==> src/rtl/correlator_multi.sv <==
// Windowed correlator: counts X, Y[k], X&Y[k] and X^Y[k] over 2**L strobes,
// normalises each count to a byte and streams a (2+3*N_CH)-byte packet.
module correlator_multi #(
  parameter int unsigned N_CH                  = 2,
  parameter int unsigned MAX_WINDOW_LENGTH_EXP = 16,
  parameter int unsigned WINDOW_LENGTH_EXP_W   = $clog2(MAX_WINDOW_LENGTH_EXP + 1)
) (
  input  logic                           i_clk,
  input  logic                           i_rst,
  input  logic                           i_cg,
  input  logic                           i_strobe,
  input  logic                           i_x,
  input  logic [N_CH-1:0]                i_y,
  input  logic [WINDOW_LENGTH_EXP_W-1:0] i_windowLengthExp,
  input  logic                           i_flush,
  output logic [7:0]                     o_data,
  output logic                           o_valid,
  input  logic                           i_ready,
  output logic [7:0]                     o_winNum,
  output logic [7:0]                     o_dropCount
);

  localparam int unsigned TW = MAX_WINDOW_LENGTH_EXP;
  localparam int unsigned CW = MAX_WINDOW_LENGTH_EXP + 1;
  localparam int unsigned NB = 2 + 3 * N_CH;
  localparam int unsigned IW = $clog2(NB);
  localparam logic [WINDOW_LENGTH_EXP_W-1:0] LMax = WINDOW_LENGTH_EXP_W'(MAX_WINDOW_LENGTH_EXP);

  typedef enum logic [0:0] {StIdle, StSend} state_e;

  state_e                         state_q, state_d;
  logic [IW-1:0]                  idx_q, idx_d;
  logic                           valid_q, valid_d;
  logic [7:0]                     data_q, data_d;
  logic [7:0]                     win_q, win_d;
  logic [7:0]                     drop_q, drop_d;
  logic [TW-1:0]                  t_q, t_d;
  logic [WINDOW_LENGTH_EXP_W-1:0] lq_q, lq_d;
  logic [CW-1:0]                  cx_q, cx_d;
  logic [CW-1:0]                  cy_q [N_CH];
  logic [CW-1:0]                  cy_d [N_CH];
  logic [CW-1:0]                  ci_q [N_CH];
  logic [CW-1:0]                  ci_d [N_CH];
  logic [CW-1:0]                  cs_q [N_CH];
  logic [CW-1:0]                  cs_d [N_CH];
  logic [7:0]                     pkt_q [NB];
  logic [7:0]                     pkt_d [NB];

  logic [CW-1:0]                  cx_sum;
  logic [CW-1:0]                  cy_sum [N_CH];
  logic [CW-1:0]                  ci_sum [N_CH];
  logic [CW-1:0]                  cs_sum [N_CH];
  logic [WINDOW_LENGTH_EXP_W-1:0] l_eff;
  logic [TW-1:0]                  mask;
  logic                           strobe, hs, last, l_chg, wrap;

  // Count scaled by 2**(8-L), saturated to one byte.
  function automatic logic [7:0] norm_byte(input logic [CW-1:0]                  c,
                                           input logic [WINDOW_LENGTH_EXP_W-1:0] l);
    logic [CW+7:0] w;
    if (int'(l) >= 8) w = {8'd0, c} >> (int'(l) - 8);
    else              w = {8'd0, c} << (8 - int'(l));
    return (|w[CW+7:8]) ? 8'hFF : w[7:0];
  endfunction

  assign strobe = i_cg & i_strobe;
  assign hs     = i_cg & valid_q & i_ready;
  assign last   = hs & (idx_q == IW'(NB - 1));
  assign l_chg  = i_windowLengthExp != lq_q;
  assign l_eff  = (lq_q > LMax) ? LMax : lq_q;
  assign wrap   = strobe & ((t_q & mask) == mask);

  always_comb begin
    mask = '0;
    for (int i = 0; i < int'(TW); i++) mask[i] = (i < int'(l_eff));
  end

  // Counts including the sample presented this cycle.
  always_comb begin
    cx_sum = cx_q + CW'(i_x);
    for (int k = 0; k < int'(N_CH); k++) begin
      cy_sum[k] = cy_q[k] + CW'(i_y[k]);
      ci_sum[k] = ci_q[k] + CW'(i_x & i_y[k]);
      cs_sum[k] = cs_q[k] + CW'(i_x ^ i_y[k]);
    end
  end

  always_comb begin
    state_d = state_q;
    idx_d   = idx_q;
    valid_d = valid_q;
    data_d  = data_q;
    win_d   = win_q;
    drop_d  = drop_q;
    t_d     = t_q;
    lq_d    = lq_q;
    cx_d    = cx_q;
    cy_d    = cy_q;
    ci_d    = ci_q;
    cs_d    = cs_q;
    pkt_d   = pkt_q;

    if (i_cg) begin
      lq_d = i_windowLengthExp;
      if (i_flush) begin
        state_d = StIdle;
        valid_d = 1'b0;
        t_d     = '0;
        cx_d    = '0;
        for (int k = 0; k < int'(N_CH); k++) begin
          cy_d[k] = '0;
          ci_d[k] = '0;
          cs_d[k] = '0;
        end
      end else begin
        if (hs) begin
          if (last) begin
            state_d = StIdle;
            valid_d = 1'b0;
          end else begin
            idx_d  = idx_q + IW'(1);
            data_d = pkt_q[idx_q + IW'(1)];
          end
        end

        // A length change restarts the window and swallows this cycle's strobe.
        if (l_chg || wrap) begin
          t_d  = '0;
          cx_d = '0;
          for (int k = 0; k < int'(N_CH); k++) begin
            cy_d[k] = '0;
            ci_d[k] = '0;
            cs_d[k] = '0;
          end
        end else if (strobe) begin
          t_d  = t_q + TW'(1);
          cx_d = cx_sum;
          cy_d = cy_sum;
          ci_d = ci_sum;
          cs_d = cs_sum;
        end

        if (!l_chg && wrap) begin
          win_d = win_q + 8'd1;
          if (state_q == StIdle || last) begin
            pkt_d[0] = win_q;
            pkt_d[1] = norm_byte(cx_sum, l_eff);
            for (int k = 0; k < int'(N_CH); k++) begin
              pkt_d[2 + 3 * k] = norm_byte(cy_sum[k], l_eff);
              pkt_d[3 + 3 * k] = norm_byte(ci_sum[k], l_eff);
              pkt_d[4 + 3 * k] = norm_byte(cs_sum[k], l_eff);
            end
            state_d = StSend;
            valid_d = 1'b1;
            idx_d   = '0;
            data_d  = win_q;
          end else if (drop_q != 8'hFF) begin
            drop_d = drop_q + 8'd1;
          end
        end
      end
    end
  end

  always_ff @(posedge i_clk or posedge i_rst) begin
    if (i_rst) begin
      state_q <= StIdle;
      idx_q   <= '0;
      valid_q <= 1'b0;
      data_q  <= '0;
      win_q   <= '0;
      drop_q  <= '0;
      t_q     <= '0;
      lq_q    <= '0;
      cx_q    <= '0;
      for (int k = 0; k < int'(N_CH); k++) begin
        cy_q[k] <= '0;
        ci_q[k] <= '0;
        cs_q[k] <= '0;
      end
      for (int i = 0; i < int'(NB); i++) pkt_q[i] <= '0;
    end else begin
      state_q <= state_d;
      idx_q   <= idx_d;
      valid_q <= valid_d;
      data_q  <= data_d;
      win_q   <= win_d;
      drop_q  <= drop_d;
      t_q     <= t_d;
      lq_q    <= lq_d;
      cx_q    <= cx_d;
      cy_q    <= cy_d;
      ci_q    <= ci_d;
      cs_q    <= cs_d;
      pkt_q   <= pkt_d;
    end
  end

  assign o_data      = data_q;
  assign o_valid     = valid_q;
  assign o_winNum    = win_q;
  assign o_dropCount = drop_q;

endmodule

==> config.mk <==
export PLATFORM = sky130hd
export DESIGN_NAME = correlator_multi
export DESIGN_NICKNAME = d
export VERILOG_FILES = /design/src/rtl/correlator_multi.sv
export SDC_FILE = /design/constraint.sdc
export NUM_CORES = 1
export LEC_CHECK = 0
export ABC_CLOCK_PERIOD_IN_PS = 7970
export CAP_MARGIN = 20
export CELL_PAD_IN_SITES_DETAIL_PLACEMENT = 2
export CELL_PAD_IN_SITES_GLOBAL_PLACEMENT = 2
export CORE_UTILIZATION = 35
export DETAILED_ROUTE_END_ITERATION = 16
export PLACE_DENSITY = 0.82
export SLEW_MARGIN = 20
export SYNTH_ARGS = -nofsm -noshare
export SYNTH_HDL_FRONTEND = slang
export SYNTH_SLANG_ARGS = --single-unit
==> constraint.sdc <==
create_clock -name i_clk -period 7.97 [get_ports i_clk]
set_input_delay 1.1955 -clock i_clk [delete_from_list [all_inputs] [get_ports i_clk]]
set_output_delay 1.1955 -clock i_clk [all_outputs]
set_load 0.1 [all_outputs]
## Yosys cells after proc, flatten, opt, wreduce, memory -nomap -nowiden

Index checks and enable logic that the tools add are counted.

| cells by class | value |
|---|---|
| $add $sub $neg | 13 |
| order comparisons | 19 |
| equal/unequal tests | 4 |
| shifts and indexed selects | 14 |
| muxes and demuxes | 79 |
| bitwise gates (word level) | 14 |
| reduce and logical (&&, ||, !) cells | 17 |

Operator list:

| kind | number |
|---|---|
| $mux W25 | 35 |
| $mux W34 | 9 |
| $shl A17 B32 Y25 | 7 |
| $shr A17 B32 Y25 | 7 |
| $add A17 B1 Y17 | 7 |
| $reduce_or A17 Y1 | 7 |
| $mux W8 | 13 |
| $mux W17 | 3 |
| $mux W16 | 3 |
| $lt A4 B5 Y1 const A | 8 |
| $bmux W8 S3 | 1 |
| $lt A3 B5 Y1 const A | 4 |
| $add A16 B1 Y16 const B | 1 |
| $add A8 B1 Y8 const B | 2 |
| $and A16 B16 Y16 | 1 |
| $eq A16 B16 Y1 | 1 |
| $mux W3 | 4 |
| $lt A1 B5 Y1 const A | 2 |
| $lt A2 B5 Y1 const A | 2 |
| $mux W1 | 10 |
| $ne A8 B8 Y1 const B | 1 |
| $and A1 B1 Y1 | 7 |
| $sub A4 B5 Y6 const A | 1 |
| $sub A5 B4 Y6 const B | 1 |
| 18 further kinds | 23 |

| storage, ports and cells | value |
|---|---|
| bits in registers | 233 |
| input port bits | 14 |
| output and inout bits | 25 |
| logic and storage cells | 183 |

## Logic depth before layout (Yosys ltp)

| depth | value |
|---|---|
| word-level depth | 12 |
| gate-level depth with buffers | 24 |
| mapped depth without buffers | 14 |

## Worst setup path before layout

No wires, ideal clock.

| path | value |
|---|---|
| kind | register -> register |
| start point | register lq_q[0] |
| end point | register pkt_q[42] (netlist bit) |
| library setup time | 0.130 ns |
| data arrival time | 4.729 ns |
| required time | 7.840 ns |
| path slack | 3.111 ns |
| cell stages (with the launch flop) | 24 |
| buffers on the path | 11 |
| clock period less this slack | 4.859 ns |
| path through | dfrtp_1 > nor2b_1 > buf_4 > inv_2 > buf_6 > buf_6 > buf_6 > buf_2 > buf_2 > buf_2 > buf_2 > buf_2 > ha_1 > inv_1 > buf_1 > clkbuf_1 > mux4_2 > a311oi_2 > nor2_1 > a311oi_1 > o22ai_1 > nor4_2 > o2111a_4 > a21oi_2 |

| on the way | value |
|---|---|
| word-level cells in the longest chain between the ends | 11 |
| elaborated cells between the ends (all ways) | 37 |
| those cells by class | add/sub: 2; order compare: 18; eq/ne: 2; shift: 2; mux: 7; bitwise: 2; reduce/logical: 4 |

Ends and longest elaborated chain:

| item | RTL line | RTL |
|---|---|---|
| from (decl) | 38 | `logic [WINDOW_LENGTH_EXP_W-1:0] lq_q, lq_d;` |
| from (signal assigned) | 190 | `lq_q <= lq_d;` |
| $gt A5 B5 Y1 | 70 | `assign l_eff = (lq_q > LMax) ? LMax : lq_q;` |
| $mux W5 | 70 |  |
| $sub A4 B5 Y6 / $sub A5 B4 Y6 (equally long branches) | 62, 61 |  |
| $shl A17 B32 Y25 / $shr A17 B32 Y25 (equally long branches) | 62, 61 |  |
| $mux W25 | 61 | `if (int'(l) >= 8) w = {8'd0, c} >> (int'(l) - 8);` |
| $mux W25 | 145 | `if (state_q == StIdle \|\| last) begin` |
| $mux W25 | 143 | `if (!l_chg && wrap) begin` |
| $mux W25 | 105 | `if (i_flush) begin` |
| $mux W25 | 103 | `if (i_cg) begin` |
| $reduce_or A17 Y1 | 63 | `return (\|w[CW+7:8]) ? 8'hFF : w[7:0];` |
| $mux W8 | 63 |  |
| to (signal assigned) | 195 | `pkt_q <= pkt_d;` |
| to (decl) | 46 | `logic [7:0] pkt_q [NB];` |

Parallel ways exist; a longest one is shown, timed or not. The select of a mux whose other input is x is not followed.
A chain may end at the register's enable or synchronous reset.

## Final worst setup path

| path | value |
|---|---|
| start point | input i_y[1] |
| end point | register pkt_q[21] (netlist bit) |

| on the way | value |
|---|---|
| word-level cells in the longest chain between the ends | 9 |
| elaborated cells between the ends (all ways) | 10 |
| those cells by class | add/sub: 1; shift: 2; mux: 6; reduce/logical: 1 |

Ends and longest elaborated chain:

| item | RTL line | RTL |
|---|---|---|
| from (decl) | 13 | `input logic [N_CH-1:0] i_y,` |
| $add A17 B1 Y17 * | 82 | `cy_sum[k] = cy_q[k] + CW'(i_y[k]);` |
| $shl A17 B32 Y25 / $shr A17 B32 Y25 (equally long branches) | 62, 61 |  |
| $mux W25 * | 61 |  |
| $mux W25 * | 145 |  |
| $mux W25 * | 143 |  |
| $mux W25 * | 105 |  |
| $mux W25 * | 103 |  |
| $reduce_or A17 Y1 | 63 |  |
| $mux W8 * | 63 |  |

Every way passes the cells marked *; elsewhere a longest branch is shown, timed or not. The select of a mux whose other input is x is not followed.

==> qor.tcl <==
set qor(yosysSeqAreaShare_pct) 23.1
set qor(crit_path_end_kind) {flop}
set qor(fp.dieH_um) 271
set qor(hold_path.class) {reg -> reg}
set qor(cts_made_buffers) 30
set qor(routed_wire_length_um) 141000
set qor(worst_path_fanout_max) 15
set qor(chipWidth_um) 271
set qor(ctsHoldBuffers) 0
set qor(power-per-cell-area_mw_per_mm2) 152
set qor(power.total_uw) 4110
set qor(numPlacedInstances) 4193
set qor(initial_antenna_violation_count) 12
set qor(area_growth_from_synthesis_to_final_layout_pct) 7.40
set qor(post_synth_edffs) 0
set qor(post-route-period-util_pct) 76.0
set qor(drc) 0
set qor(intPower_uw) 2380
set qor(share_clk_of_total_power_pct) 36.0
set qor(globalRoute.totalOverflow) 0
set qor(vdd_ir_drop_max_uv) 179
set qor(static-leakage-power_uw) 0.00986
set qor(timing.critical_path.slowest_stage_cell) {nor4_1}
set qor(share_seq_of_total_power_pct) 29.3
set qor(layout.cell_area.non_filler_mm2) 0.0271
set qor(maxSlewViolCount) 0
set qor(ys_top_cells_by_area) {dfrtp_1, o21ai_0, nand2_1}
set qor(timing_hold_violations_final) 0
set qor(final_core_util_pct) 38.0
set qor(synth_largest_area_cell) {dfrtp_1}
set qor(synthesis.area_mm2) 0.0253
set qor(route.antenna.remaining_nets) 0
set qor(outcome) {finished clean}
set qor(fraction_of_synthesized_cell_area_taken_by_the_top_area_cell_type_pct) 23.1
set qor(crit_arrival_ns) 6.51
set qor(crit_family) {simple AND/OR/NAND/NOR gates}
set qor(grtUsageTotal_pct) 37.4
set qor(first_iter_violations) 3252
set qor(initial_utilization_pct) 35.4
set qor(numClockSinks) 233
set qor(post-synth-top-count-cell) {nand2_1}
set qor(final.setup.tns_ns) 0
set qor(route.detailed.vias_per_inst) 7.15
set qor(floorplan.die_area_mm2) 0.0733
set qor(crit_path_required_time_ns) 8.43
set qor(setup_repair_after_global_routing_missed_its_margin) {no}
set qor(num-fill-cells) 8311
set qor(cts.root.buffer_cell) {clkbuf_16}
set qor(total_switching_power_uw) 1730
set qor(netSwitchingFraction_pct) 42.1
set qor(timing_worst_setup_path_type) {in -> reg}
set qor(cp_common_cell) {ha_1}
set qor(layout-drive-gt1-share_pct) 9.08
set qor(clock.fmax_ghz) 0.165
set qor(numPortBuffers) 38
set qor(clk_latency_ns) 0.64
set qor(layout.nets) 3311
set qor(final.min_clock_period_ns) 6.06
set qor(grt_pass1_wl_um) 210000
set qor(worst_setup_hold_path_clk_slew_ns) 0.06
set qor(maximum_number_of_pins_on_one_net_before_global_route_repair) 133
set qor(routabilityCongestion) 0.996
set qor(critical_path.cell_chain) {clkdlybuf4s50_1 -> ha_1 -> ha_1 -> nand4_1 -> nor4_1 -> xor2_1 -> nor2_1 -> o32ai_1 -> o22ai_1 -> o2111ai_1 -> a2111o_1 -> nor4_4 -> a21oi_2}
set qor(cts_max_level) 1
set qor(worst_path_bufs_invs) 1
set qor(worstMarginPinSlew_ns) 1.32
set qor(syn_inst) 3469
set qor(yosys_cell_types) 108
set qor(core.rowCount) 98
set qor(ios) 39
set qor(post-cts-setup-buffer-count) 0
set qor(avgSynthCellArea_um2) 7.29
set qor(synth_async_sr_flop_share_pct) 100
set qor(comb_power_share_pct) 34.7
set qor(via_count) 30352
set qor(core_mm2) 0.0715
set qor(seqCellArea_mm2) 0.00583
set qor(clock_skew_ns) 0.0407
set qor(finish.cell_count_without_fillers) 4248
set qor(post_drt_wl_per_cell_um) 33.3
set qor(number_of_flip_flops_and_latches_in_the_synthesized_netlist) 233
set qor(post_synth_most_frequent_cells) {nand2_1, nor2_1, o21ai_0, a21oi_1, dfrtp_1}
set qor(postCtsResizedCells) 0
set qor(timing.critical_path.slowest_cell_delay_ns) 0.76
set qor(finalSetupViolCount) 0
set qor(dp.final_hpwl_um) 97600
set qor(syn_nets) 3505
set qor(drv_cap) 0
set qor(timing.critical_path.from_type) {primary input}
set qor(placedInstanceArea_mm2) 0.0261
set qor(synth_top_flop_cell) {dfrtp_1}
set qor(timing.slew.headroom_pct) 11.7
set qor(multi_input_comb_area_mm2) 0.0179
set qor(ys_warn_count) 0
set qor(firstDrtPassIters) 6
set qor(clock_tree.buffer_depth) 3
set qor(grt_pass1_vias) 31075
set qor(tritoncts) {yes}
## through the flow
stage	setup slack, ns	hold slack, ns
after detailed placement	1.50	0.474
after floorplan	0.385	0.447
final	1.91	0.497
after global routing	1.65	0.513
after global placement	1.62	0.458
after CTS	2.07	0.488
## logic make-up (layout without fill, tap and decap cells)
kind of cell,Yosys count,after routing,share of synthesized area (%)
AO/OA/AOI/OAI,1302,1302,34.3
XOR/XNOR,130,130,4.53
AND/OR/NAND/NOR,1292,1292,24.9
multiplexers,110,110,5.50
other,0,4,0
flip-flops,233,233,23.1
adder cells (fa/ha/maj),22,22,1.09
buffers and inverters,380,205,6.58
## final timing paths
path,from,to,slack (ns),cells after the start
worst min register to register,state_q,state_q,0.50,1
worst min-delay path,state_q,state_q,0.50,1
worst max register to register,lq_q[4],pkt_q[4],2.10,15
min in group asynchronous,i_rst,o_dropCount[0],1.16,2
worst max-delay path,i_y[1],pkt_q[21],1.91,13
max in group asynchronous,i_rst,lq_q[2],5.34,3
## sequential cells by signal (all words and copies together) (netlist names)
register / count
cy_q: 34
ci_q: 34
o_data: 8
o_winNum: 8
idx_q: 3
t_q: 16
pkt_q: 64
state_q: 1
cs_q: 34
lq_q: 5
o_dropCount: 8
cx_q: 17
o_valid: 1
## routing by layer
layer / vias up / GRT usage, % / routed length [µm]
met5: - / 0 / 118
met4: 18 / 20.8 / 8350
met3: 460 / 9.89 / 14600
met2: 1648 / 57.1 / 61400
met1: 15500 / 47.8 / 57000
li1: 12726 / - / -
## cell usage in the layout, fill, tap and decap left out, drive strengths merged, types with 50 or more instances in the layout
cell    netlist  layout
nor2        352     352
a21oi       282     282
o22ai        65      65
o211ai       54      54
dfrtp       233     233
xnor2        84      84
nor3         81      81
o21ai       357     357
a31oi        50      50
nand4        70      70
o31ai        59      59
nand2       396     396
nand3       161     161
mux2i        58      58
buf         149      80
a211oi       61      61
## area by class of cell
type,count,share of cell area (%)
diodes,4,0.0369
clock buffers,42,3.27
clock inverters,9,0.461
inverters,36,0.558
multi-input cells,2856,66.1
flip-flops and latches,233,21.5
well taps,950,4.38
repair buffers,118,3.75
## power groups by stage
| stage | registers, µW | clock network [µW] | logic [µW] |
|---|---|---|---|
| after floorplan | 1210 | 0 | 783 |
| after global placement | 1220 | 0 | 1320 |
| after detailed placement | 1220 | 0 | 1340 |
| after CTS | 1200 | 1500 | 1350 |
| after global routing | 1200 | 1530 | 1440 |
| final | 1210 | 1480 | 1430 |
Power figures use the tool's default switching activity.
